### src/rtl/serial_add_sequencer_pkg.sv
`default_nettype none
// +--------------------------------------------------------------------+
// | serial_add_sequencer_pkg                                           |
// | Shared constants and FSM encoding for the serial adder sequencer.  |
// | Revision: 1.0                                                      |
// +--------------------------------------------------------------------+
package serial_add_sequencer_pkg;

  localparam int DEF_WIDTH      = 8;
  localparam int DEF_FIFO_DEPTH = 2;
  localparam int DEF_LATENCY    = 9;

  // Latency countdown must hold LATENCY itself, hence the extra bit.
  localparam int COUNT_W = $clog2(DEF_LATENCY) + 1;

  localparam logic [2:0] ST_IDLE = 3'd0;
  localparam logic [2:0] ST_LOAD = 3'd1;
  localparam logic [2:0] ST_RUN  = 3'd2;
  localparam logic [2:0] ST_CAPT = 3'd3;
  localparam logic [2:0] ST_DONE = 3'd4;

  typedef enum logic [2:0] {
    IDLE = ST_IDLE,
    LOAD = ST_LOAD,
    RUN  = ST_RUN,
    CAPT = ST_CAPT,
    DONE = ST_DONE
  } state_t;

endpackage
`default_nettype wire

### src/rtl/serial_add_fifo.sv
`default_nettype none
// +--------------------------------------------------------------------+
// | serial_add_fifo                                                    |
// | Small synchronous FIFO holding operand pairs; async active-low     |
// | reset. DEPTH must be a power of two so the pointers wrap freely.   |
// | Revision: 1.0                                                      |
// +--------------------------------------------------------------------+
module serial_add_fifo #(
  parameter int DATA_W = 16,
  parameter int DEPTH  = 2
) (
  input  logic                   clk,
  input  logic                   reset,
  input  logic                   push,
  input  logic [DATA_W-1:0]      push_data,
  input  logic                   pop,
  output logic [DATA_W-1:0]      pop_data,
  output logic                   full,
  output logic                   empty,
  output logic [$clog2(DEPTH):0] count
);

  localparam int PTR_W = $clog2(DEPTH);

  logic [DATA_W-1:0] mem [DEPTH];
  logic [PTR_W-1:0]  wr_ptr;
  logic [PTR_W-1:0]  rd_ptr;
  logic              do_push;
  logic              do_pop;

  assign full     = (count == (PTR_W + 1)'(DEPTH));
  assign empty    = (count == '0);
  assign do_push  = push & ~full;
  assign do_pop   = pop & ~empty;
  assign pop_data = mem[rd_ptr];

  // Storage, pointers and occupancy; a same-edge push and pop leaves count alone.
  always_ff @(posedge clk or negedge reset) begin
    if (!reset) begin
      wr_ptr <= '0;
      rd_ptr <= '0;
      count  <= '0;
      for (int i = 0; i < DEPTH; i++) begin
        mem[i] <= '0;
      end
    end else begin
      if (do_push) begin
        mem[wr_ptr] <= push_data;
        wr_ptr      <= wr_ptr + 1'b1;
      end
      if (do_pop) begin
        rd_ptr <= rd_ptr + 1'b1;
      end
      if (do_push && !do_pop) begin
        count <= count + 1'b1;
      end else if (!do_push && do_pop) begin
        count <= count - 1'b1;
      end
    end
  end

endmodule
`default_nettype wire

### src/rtl/serial_add_sequencer.sv
`default_nettype none
// +--------------------------------------------------------------------+
// | serial_add_sequencer                                               |
// | Feeds operand pairs to a fixed-latency serial adder and collects   |
// | sum/carry onto a valid/ready result port. The adder's active-high  |
// | reset is expected to be driven from ~reset at integration.         |
// | Revision: 1.0                                                      |
// +--------------------------------------------------------------------+
module serial_add_sequencer
  import serial_add_sequencer_pkg::*;
#(
  parameter int WIDTH      = DEF_WIDTH,
  parameter int FIFO_DEPTH = DEF_FIFO_DEPTH,
  parameter int LATENCY    = DEF_LATENCY
) (
  input  logic                        clk,
  input  logic                        reset,
  input  logic                        in_valid,
  output logic                        in_ready,
  input  logic [WIDTH-1:0]            in_a,
  input  logic [WIDTH-1:0]            in_b,
  output logic                        add_load,
  output logic [WIDTH-1:0]            add_a,
  output logic [WIDTH-1:0]            add_b,
  input  logic [WIDTH-1:0]            add_sum,
  input  logic                        add_carry,
  output logic                        out_valid,
  input  logic                        out_ready,
  output logic [WIDTH-1:0]            out_sum,
  output logic                        out_carry,
  output logic                        busy,
  output logic [$clog2(FIFO_DEPTH):0] fifo_count
);

  localparam int CNT_W = $clog2(LATENCY) + 1;

  state_t             state;
  logic [CNT_W-1:0]   cnt;
  logic               fifo_full;
  logic               fifo_empty;
  logic               push;
  logic               pop;
  logic [2*WIDTH-1:0] head;

  assign in_ready = ~fifo_full;
  assign push     = in_valid & in_ready;
  // Pops only happen on the two transitions that enter LOAD, so the adder
  // never receives a new pair while a result is in flight or unaccepted.
  assign pop      = ~fifo_empty &
                    ((state == IDLE) | ((state == DONE) & out_ready));

  serial_add_fifo #(
    .DATA_W (2 * WIDTH),
    .DEPTH  (FIFO_DEPTH)
  ) u_fifo (
    .clk       (clk),
    .reset     (reset),
    .push      (push),
    .push_data ({in_a, in_b}),
    .pop       (pop),
    .pop_data  (head),
    .full      (fifo_full),
    .empty     (fifo_empty),
    .count     (fifo_count)
  );

  // Sequencer FSM with all adder-facing and result outputs registered.
  always_ff @(posedge clk or negedge reset) begin
    if (!reset) begin
      state     <= IDLE;
      cnt       <= '0;
      add_load  <= 1'b0;
      add_a     <= '0;
      add_b     <= '0;
      out_valid <= 1'b0;
      out_sum   <= '0;
      out_carry <= 1'b0;
      busy      <= 1'b0;
    end else begin
      case (state)
        IDLE: begin
          if (!fifo_empty) begin
            {add_a, add_b} <= head;
            add_load       <= 1'b1;
            busy           <= 1'b1;
            state          <= LOAD;
          end
        end
        LOAD: begin
          add_load <= 1'b0;
          cnt      <= CNT_W'(LATENCY);
          state    <= RUN;
        end
        RUN: begin
          cnt <= cnt - 1'b1;
          if (cnt == CNT_W'(1)) begin
            state <= CAPT;
          end
        end
        CAPT: begin
          out_sum   <= add_sum;
          out_carry <= add_carry;
          out_valid <= 1'b1;
          state     <= DONE;
        end
        DONE: begin
          if (out_ready) begin
            out_valid <= 1'b0;
            if (!fifo_empty) begin
              {add_a, add_b} <= head;
              add_load       <= 1'b1;
              state          <= LOAD;
            end else begin
              busy  <= 1'b0;
              state <= IDLE;
            end
          end
        end
        default: begin
          add_load  <= 1'b0;
          out_valid <= 1'b0;
          busy      <= 1'b0;
          state     <= IDLE;
        end
      endcase
    end
  end

endmodule
`default_nettype wire

### config.mk
export PLATFORM = sky130hd
export DESIGN_NAME = serial_add_sequencer
export DESIGN_NICKNAME = d
export VERILOG_FILES = /design/src/rtl/serial_add_sequencer_pkg.sv /design/src/rtl/serial_add_fifo.sv /design/src/rtl/serial_add_sequencer.sv
export SDC_FILE = /design/constraint.sdc
export NUM_CORES = 1
export LEC_CHECK = 0
export ABC_AREA = 1
export CELL_PAD_IN_SITES_DETAIL_PLACEMENT = 2
export CELL_PAD_IN_SITES_GLOBAL_PLACEMENT = 2
export CORE_MARGIN = 8
export CORE_UTILIZATION = 32
export CTS_BUF_LIST = sky130_fd_sc_hd__clkbuf_4 sky130_fd_sc_hd__clkbuf_8
export CTS_CLUSTER_SIZE = 14
export DETAILED_ROUTE_END_ITERATION = 10
export GPL_ROUTABILITY_DRIVEN = 0
export GPL_TIMING_DRIVEN = 0
export PLACE_DENSITY = 0.81
export SLEW_MARGIN = 20
export SYNTH_ARGS = -nofsm -noshare
export SYNTH_HDL_FRONTEND = slang
export SYNTH_HIERARCHICAL = 1
export SYNTH_SLANG_ARGS = --single-unit
### constraint.sdc
create_clock -name clk -period 2.5 [get_ports clk]
set_clock_uncertainty 0.15 [all_clocks]
set_input_delay 0.5 -clock clk [delete_from_list [all_inputs] [get_ports clk]]
set_output_delay 0.5 -clock clk [all_outputs]
set_load 0.01 [all_outputs]
== Word level (Yosys, flattened, before mapping) ==
Index checks and enable logic that the tools add are counted.

* Flip-flop bits (word level): 72
* Logic and storage cells: 92
* Output and inout bits: 31
* Input bits: 29

* Bitwise logic cells: 13
* Equal/unequal tests: 10
* Reductions and logical operators: 18
* Order comparisons: 3
* Multiplexer cells: 29
* $add $sub $neg: 5

{| class="wikitable"
|+ Operators with widths
! cell !! count
|-
| $mux 16 || 4
|-
| $bwmux 32 || 1
|-
| $mux 8 || 4
|-
| $pmux 8 s2 || 2
|-
| $demux 16 s1 || 1
|-
| $pmux 3 s5 || 1
|-
| $pmux 5 s2 || 1
|-
| $mux 3 || 3
|-
| $pmux 1 s3 || 3
|-
| $ne 2x2->1 const B || 4
|-
| $mux 1 || 7
|-
| $eq 3x2->1 const B || 2
|-
| $reduce_and 2->1 || 3
|-
| $reduce_bool 2->1 || 3
|-
| $reduce_or 3->1 || 2
|-
| $and 1x1->1 || 5
|-
| $eq 5x1->1 const B || 1
|-
| $not 1->1 || 5
|-
| $sub 5x1->5 const B || 1
|-
| $ge 2x2->1 const B || 2
|-
| $mux 2 || 2
|-
| $not 1->2 || 2
|-
| $reduce_and 4->1 || 1
|-
| $eq 3x1->1 const B || 1
|-
| other kinds (13) || 17
|}

== Depth between registers and ports, before layout ==
Gate-level depths: netlist of run 1.

* Depth in word-level cells: 8
* Mapped depth: 14
* Mapped depth without buffers: 12

== By module ==
Netlist of run 1, hierarchy kept.

{| class="wikitable"
|+ By module, submodules not included
! module !! cells each !! sequential area each (um^2) !! area an instance (um^2) !! instances
|-
| serial_add_fifo || 222 || 900.9 || 1,773.0 || 1
|-
| serial_add_sequencer || 180 || 900.9 || 1,540.2 || 1
|}

== Worst setup path before layout of run 1 ==
OpenSTA, ideal clock, no wires.

* Path type: register to register
* From: register u_fifo.count[0]
* To: register u_fifo.count[1]
* Required time: 2,233 ps
* Library setup time: 117 ps
* Data arrival time: 1,781 ps
* Period minus slack after synthesis: 2,049 ps
* Setup slack: 451 ps
* Path buffers: 2
* Stages on the path, launching flop included: 14
* Path through: dfrtp_1 inv_2 nand2_4 buf_2 inv_1 nor2_1 buf_2 nand2_1 inv_1 ha_1 inv_1 nand3_1 nand2_1 nand2_1

* Cells in the longest elaborated chain, start to end: 7
* Elaborated cells between the ends (all ways): 17
* Classes of those cells: add/sub (2); eq/ne (1); mux (2); bitwise (6); reduce/logical (6)

{| class="wikitable"
|+ RTL lines
! item !! line !! RTL
|-
| start, declared || serial_add_fifo.sv:20 || <nowiki>output logic [$clog2(DEPTH):0] count</nowiki>
|-
| start signal, assigned || serial_add_fifo.sv:55 || <nowiki>count <= count + 1'b1;</nowiki>
|-
| start signal, assigned || serial_add_fifo.sv:57 || <nowiki>count <= count - 1'b1;</nowiki>
|-
| $eq 2x2->1 (*) || serial_add_fifo.sv:31 || <nowiki>assign full = (count == (PTR_W + 1)'(DEPTH));</nowiki>
|-
| net fifo_full || serial_add_sequencer.sv:39 || <nowiki>logic fifo_full;</nowiki>
|-
| $not 1->1 (*) || serial_add_sequencer.sv:45 || <nowiki>assign in_ready = ~fifo_full;</nowiki>
|-
| $and 1x1->1 (*) || serial_add_sequencer.sv:46 || <nowiki>assign push = in_valid & in_ready;</nowiki>
|-
| net push || serial_add_sequencer.sv:41 || <nowiki>logic push;</nowiki>
|-
| $and 1x1->1 (*) || serial_add_fifo.sv:33 || <nowiki>assign do_push = push & ~full;</nowiki>
|-
| net u_fifo.do_push || serial_add_fifo.sv:28 || <nowiki>logic do_push;</nowiki>
|-
| $logic_not 1->1 || serial_add_fifo.sv:56 || <nowiki>end else if (!do_push && do_pop) begin</nowiki>
|-
| $logic_and 1x1->1 || serial_add_fifo.sv:56 ||
|-
| $reduce_bool 2->1 (no source line) || - ||
|}

Mark *: on every way through the listed nets, which the timed path passes. The rest lies on a longest branch. The select of a mux whose other input is x is not followed.
A chain may end at the register's enable or synchronous reset.

== Final worst setup path of run 1 ==
* From: register u_fifo.count[0]
* To: output in_ready

* Cells in the longest elaborated chain, start to end: 2

{| class="wikitable"
|+ RTL lines
! item !! line !! RTL
|-
| $eq 2x2->1 || serial_add_fifo.sv:31 ||
|-
| net fifo_full || serial_add_sequencer.sv:39 ||
|-
| $not 1->1 || serial_add_sequencer.sv:45 ||
|-
| end, declared || serial_add_sequencer.sv:19 || <nowiki>output logic in_ready,</nowiki>
|}

The timed path passes the listed nets, and every way through them passes these cells.

==> run_results.csv, run 1 <==
group,metric,value,unit
detailed_routing,drt_iter0_markers,164,
pwr,p_leak,2.24,nW
floorplanning,die_width,118,um
pwr,p_per_area,1380,nW/um2
logic_synthesis,yosys.area.top_type,"dfrtp_1",
logic_synthesis,synth_flop_cell,"dfrtp_1",
global_routing,gr-total-overflow,0,
worst_setup_path,r2r_end,"u_fifo/count[1]",
clock_network,cts_root_buf,"clkbuf_8",
worst_setup_path,endpoint,"in_ready",
global_routing,grt_usage,16.2,%
cells_and_area,drive_above_1_share,10.3,%
global_routing,antenna_found_initial,0,
logic_synthesis,synth_edf_count,0,
sta,worstMarginPinSlew,0.508,ns
worst_setup_path,reg2reg_from,"u_fifo/count[1]",
place,dpl.cell_count,598,
cells_and_area,nets,505,
detailed_routing,wire_per_inst,17.4,um
cells_and_area,nFillCells,1144,
sta,fmax,425,MHz
worst_setup_path,critPathMaxFanout,18,
sta,post-route-period-util,94.1,%
worst_hold_path,hp-class,"reg -> reg",
place,portBuffers,59,
sta,grt_setup_unrepaired,"false",
worst_setup_path,end_kind,"output port",
global_routing,grt_pass1_vias,3517,
clock_network,clk_latency,0.35,ns
sta,min_period,2.35,ns
outcome,status,"finished, final reports clean",
detailed_routing,drc,0,
clock_network,clock_path_buffers,2,
logic_synthesis,syn_area_per_cell,8.24,um2
worst_setup_path,cp-start-kind,"flop",
floorplanning,die_h,118,um
clock_network,clk_pin_slew,0.08,ns
job,drv_cap,0,
sta,slew_headroom,66.2,%
clock_network,h-tree-depth,3,
clock_network,clock-sinks,72,
floorplanning,row_count,37,
floorplanning,core_region_area,10200,um2
cells_and_area,area_delta_synth_final,31.7,%
logic_synthesis,synthesis.nets,434,
place,hpwl,7.77,mm
logic_synthesis,synth_common_cells,"nand2_1, dfrtp_1, nand4_1",
cells_and_area,diodes,0,
logic_synthesis,synth_area,3310,um2
worst_setup_path,cp-startpoint,"u_fifo/count[0]",
clock_network,cts_tree,"yes",
floorplanning,die_area,13900,um2
logic_synthesis,synthArstFlopShare,100,%
logic_synthesis,yosys.cell_types.count,26,
detailed_routing,vias_per_cell,4.91,
global_routing,grt_pass1_wl,18.2,mm
detailed_routing,wirelength,10.7,mm
place,place_ws,-0.147,ns
global_routing,grt_max_degree,38,
worst_setup_path,cp_data_required_time,1.85,ns
detailed_routing,dr.pass1.iters,4,
logic_synthesis,ys_seq_area_share,54.4,%
clock_network,cts_buffers,9,
floorplanning,start_util,32.5,%
sta,hold_violations,0,
cells_and_area,stdcell_count,614,
pwr,vdd_drop_max,0.000409,V
logic_synthesis,synthMostInstantiatedCell,"nand2_1",
detailed_routing,vias,3015,
sta,finalSetupTns,0,ns
logic_synthesis,ys_ff_latch,72,
logic_synthesis,synth_top_cell_area_share,54.4,%
detailed_routing,final_antenna_net_count,0,
logic_synthesis,syn_inst,402,
clock_network,cts_setup_buffers,0,
sta,report.final.slew_viol_count,0,
worst_setup_path,ff2ff_path_depth,11,
worst_setup_path,cp.arrival,1.70,ns
logic_synthesis,synth-warning-count,6,
sta,setup_viol,0,
sta,setup_ws,0.148,ns
worst_setup_path,crit_type,"reg -> out",
floorplanning,ios,60,
worst_setup_path,r2r_setup_slack,0.28,ns
logic_synthesis,synth_area_leaders,"dfrtp_1, nand2_1, nand4_1, nand3_1, buf_2",
sequential cells by signal, summed over array words and instances (netlist names):
name	flops
busy	1
add_a	8
add_load	1
out_valid	1
u_fifo/mem	32
out_sum	8
u_fifo/count	2
u_fifo/wr_ptr	1
u_fifo/rd_ptr	1
out_carry	1
cnt	5
add_b	8
state	3
worst max-delay path, stage by stage (launching register included):
cell             delay (ns)
dfrtp_2                0.43
inv_2                  0.09
nand2_8                0.15
inv_1                  0.08
inv_1                  0.06
clkdlybuf4s50_1        0.53
layout make-up:
class | instances | area, um2 | area share [%]
Sequential cell | 72 | 1800 | 41.3
Timing Repair Buffer | 61 | 618 | 14.2
Clock buffer | 11 | 151 | 3.47
Multi-Input combinational cell | 290 | 1320 | 30.3
Inverter | 20 | 77.6 | 1.78
Buffer | 19 | 118 | 2.69
Tap cell | 136 | 170 | 3.90
Clock inverter | 5 | 103 | 2.35
where the power goes:
| part | total [W] | leakage, nW | internal, W | switching [W] |
|---|---|---|---|---|
| clock | 0.00118 | 0.126 | 0.000716 | 0.000467 |
| sequential | 0.00206 | 0.900 | 0.00171 | 0.000350 |
| combinational | 0.00279 | 1.21 | 0.00108 | 0.00171 |
layer usage:
metal / routed length (um) / global-route usage, %
met1: 4770 / 19.5
met2: 5370 / 28.2
met3: 431 / 3.60
met4: 102 / 5.04
met5: 0 / 0
metrics by stage:
step | util [%] | hold WS, ns | total power (W) | area (um2)
2_1_floorplan | - | 0.0544 | 0.00368 | 3310
3_3_place_gp | 40.0 | 0.304 | 0.00470 | 4070
3_5_place_dp | 40.2 | 0.313 | 0.00488 | 4090
4_1_cts | 42.8 | 0.332 | 0.00612 | 4360
5_1_grt | 42.9 | 0.352 | 0.00653 | 4360
6_report | 42.9 | 0.330 | 0.00603 | 4360
how the worst min path moves through the flow:
stage / start / end / slack (ns) / cells after the start
after global routing: out_sum[6] / out_sum[6] / 0.35 / 2
final: out_sum[6] / out_sum[6] / 0.33 / 2
after detailed placement: u_fifo/mem[14] / u_fifo/mem[14] / 0.31 / 2
after global placement: out_sum[6] / out_sum[6] / 0.30 / 2
after CTS: out_sum[6] / out_sum[6] / 0.33 / 2
after floorplan: reset / add_a[0] / 0.05 / 0
placed cells by master, fill, tap and decap left out, types with 5 or more instances in the layout:
cell,count
buf_2,13
clkbuf_8,11
clkdlybuf4s50_1,58
dfrtp_1,70
inv_1,15
nand2_1,207
nand3_1,17
nand4_1,34
nor2_1,7
o21ai_0,5
logic make-up after synthesis:
family / share of synthesized area, %
AND/OR/NAND/NOR: 36.6
flip-flops: 54.4
buffers and inverters: 6.04
AO/OA/AOI/OAI: 1.62
adder cells (fa/ha/maj): 1.13
XOR/XNOR: 0.264
timing repair:
action / CTS / global route
setup endpoints to repair: 1 / 2
hold endpoints to repair: 36 / 0
hold buffers: 1 / 0
gates resized for setup: 1 / 3
pin swaps: 0 / 0
No activity file was read; power rests on OpenSTA's default activity.
==> run 2, diff against run 1 <==
CORE_MARGIN = 3   (was 8)
CTS_CLUSTER_SIZE = default   (was 14)
==> run_results.csv, run 2 (synthesis gave the netlist of run 1 again) <==
group,metric,value,unit
worst_setup_path,cp.arrival,1.69,ns
pwr,vdd_drop_max,0.000544,V
worst_setup_path,endpoint,"in_ready",
clock_network,cts_buffers,9,
cells_and_area,regMostFlops,"u_fifo/mem",
worst_setup_path,critPathMaxFanout,18,
floorplanning,die_width,108,um
worst_hold_path,hp-class,"reg -> reg",
place,place_ws,-0.0919,ns
global_routing,gr-total-overflow,0,
detailed_routing,dr.pass1.iters,4,
cells_and_area,final_util,43.2,%
cells_and_area,stdcell_count,611,
worst_setup_path,cp-startpoint,"u_fifo/count[0]",
global_routing,grt_pass1_vias,3332,
worst_setup_path,cp-start-kind,"flop",
detailed_routing,final_antenna_net_count,0,
global_routing,grt_max_degree,40,
pwr,p_per_area,1330,nW/um2
pwr,power,0.00568,W
cells_and_area,area_delta_synth_final,29.2,%
pwr,p_leak,2.21,nW
sta,post-route-period-util,93.6,%
floorplanning,die_h,108,um
worst_setup_path,cp_slowest_cell,"clkdlybuf4s50_1",
clock_network,clk_pin_slew,0.07,ns
sta,setup_viol,0,
place,dpl.cell_count,595,
detailed_routing,vias_per_cell,4.87,
sta,setup_ws,0.161,ns
clock_network,clock-sinks,72,
worst_setup_path,critPathTopFamily,"buffers and inverters",
detailed_routing,drc,0,
detailed_routing,wire_per_inst,16.7,um
detailed_routing,vias,2975,
worst_setup_path,reg2reg_from,"u_fifo/count[1]",
sta,slew_headroom,67.8,%
global_routing,antenna_found_initial,0,
clock_network,cts_setup_buffers,0,
worst_setup_path,cp.buffers_inverters,4,
cells_and_area,final_cell_mix,"nand2_1, dfrtp_1, clkdlybuf4s50_1",
floorplanning,row_count,36,
sta,worstMarginPinSlew,0.483,ns
cells_and_area,largest_reg_flops,32,
detailed_routing,wirelength,10.2,mm
clock_network,clk_latency,0.35,ns
worst_setup_path,max_stage_delay,0.53,ns
worst_setup_path,end_kind,"output port",
sta,grt_setup_unrepaired,"false",
floorplanning,die_area,11600,um2
clock_network,clock_path_buffers,2,
floorplanning,core_region_area,9910,um2
global_routing,grt_usage,19.0,%
clock_network,cts_tree,"yes",
sta,min_period,2.34,ns
place,portBuffers,59,
cells_and_area,final_common_cell,"nand2_1",
floorplanning,start_util,33.4,%
worst_setup_path,r2r_end,"u_fifo/count[1]",
sta,hold_violations,0,
floorplanning,ios,60,
worst_setup_path,cp_num_cells,5,
worst_setup_path,ff2ff_path_depth,11,
worst_setup_path,cp_data_required_time,1.85,ns
place,hpwl,7.21,mm
worst_setup_path,critPathMostFrequentCell,"inv_1",
cells_and_area,nets,505,
job,drv_cap,0,
worst_setup_path,crit_type,"reg -> out",
global_routing,grt_pass1_wl,17.3,mm
clock_network,cts_root_buf,"clkbuf_8",
worst_setup_path,r2r_setup_slack,0.24,ns
clock_network,h-tree-depth,3,
cells_and_area,diodes,0,
detailed_routing,drt_iter0_markers,97,
sta,fmax,427,MHz
cells_and_area,drive_above_1_share,10.3,%
outcome,status,"finished, final reports clean",
sta,report.final.slew_viol_count,0,
worst_setup_path,path_cells,"inv_2 -> nand2_8 -> inv_1 -> inv_1 -> clkdlybuf4s50_1",
## run 2: worst min-delay path by stage
stage                   start             end  slack, ns  cells after the start
3_3_place_gp       out_sum[1]      out_sum[1]       0.30                      2
5_1_grt         u_fifo/mem[0]   u_fifo/mem[0]       0.35                      2
3_5_place_dp   u_fifo/mem[13]  u_fifo/mem[13]       0.31                      2
2_1_floorplan           reset        add_a[0]       0.05                      0
6_report       u_fifo/mem[13]  u_fifo/mem[13]       0.32                      2
4_1_cts        u_fifo/mem[13]  u_fifo/mem[13]       0.33                      2
## run 2: cell type report
cell class | instances | area (um2)
inverter | 20 | 77.6
tap | 133 | 166
clock inverter | 4 | 20.0
sequential | 72 | 1800
timing repair buffer | 61 | 618
buffer | 19 | 118
clock buffer | 12 | 153
multi-input combinational | 290 | 1320
fill | 1156 | 5630
## run 2: through the flow
step / setup TNS, ns / cell area (um2) / hold WS, ns
3_5_place_dp: -0.0919 / 4090 / 0.311
4_1_cts: 0 / 4270 / 0.330
5_1_grt: 0 / 4280 / 0.353
3_3_place_gp: -136.47 / 4070 / 0.303
2_1_floorplan: 0 / 3310 / 0.0544
6_report: 0 / 4280 / 0.322
## run 2: timing repair
action,in CTS,in global routing
gates resized for setup,0,4
hold buffers,1,0
setup endpoints to repair,1,2
hold endpoints to repair,33,0
## run 2: worst register-to-register path: cells and delay by family (launching register included)
family          cells  cell delay (ns)
simple gates        5             0.63
buf+inv             4             0.50
flops               1             0.48
fa+ha+maj           1             0.30
compound gates      1             0.11
## run 2: layer usage
metal  wire length, um  vias up  GRT usage, %
met2              5000       60          32.6
met4               129        0          5.41
met5                 0        -             0
met3               487        9          4.08
li1                  -     1432             -
met1              4600     1474          24.1
## run 2: power breakdown
part	internal [W]	switching, W	leakage, nW
Sequential	0.00171	0.000350	0.900
Clock	0.000403	0.000438	0.0967
Combinational	0.00108	0.00170	1.21
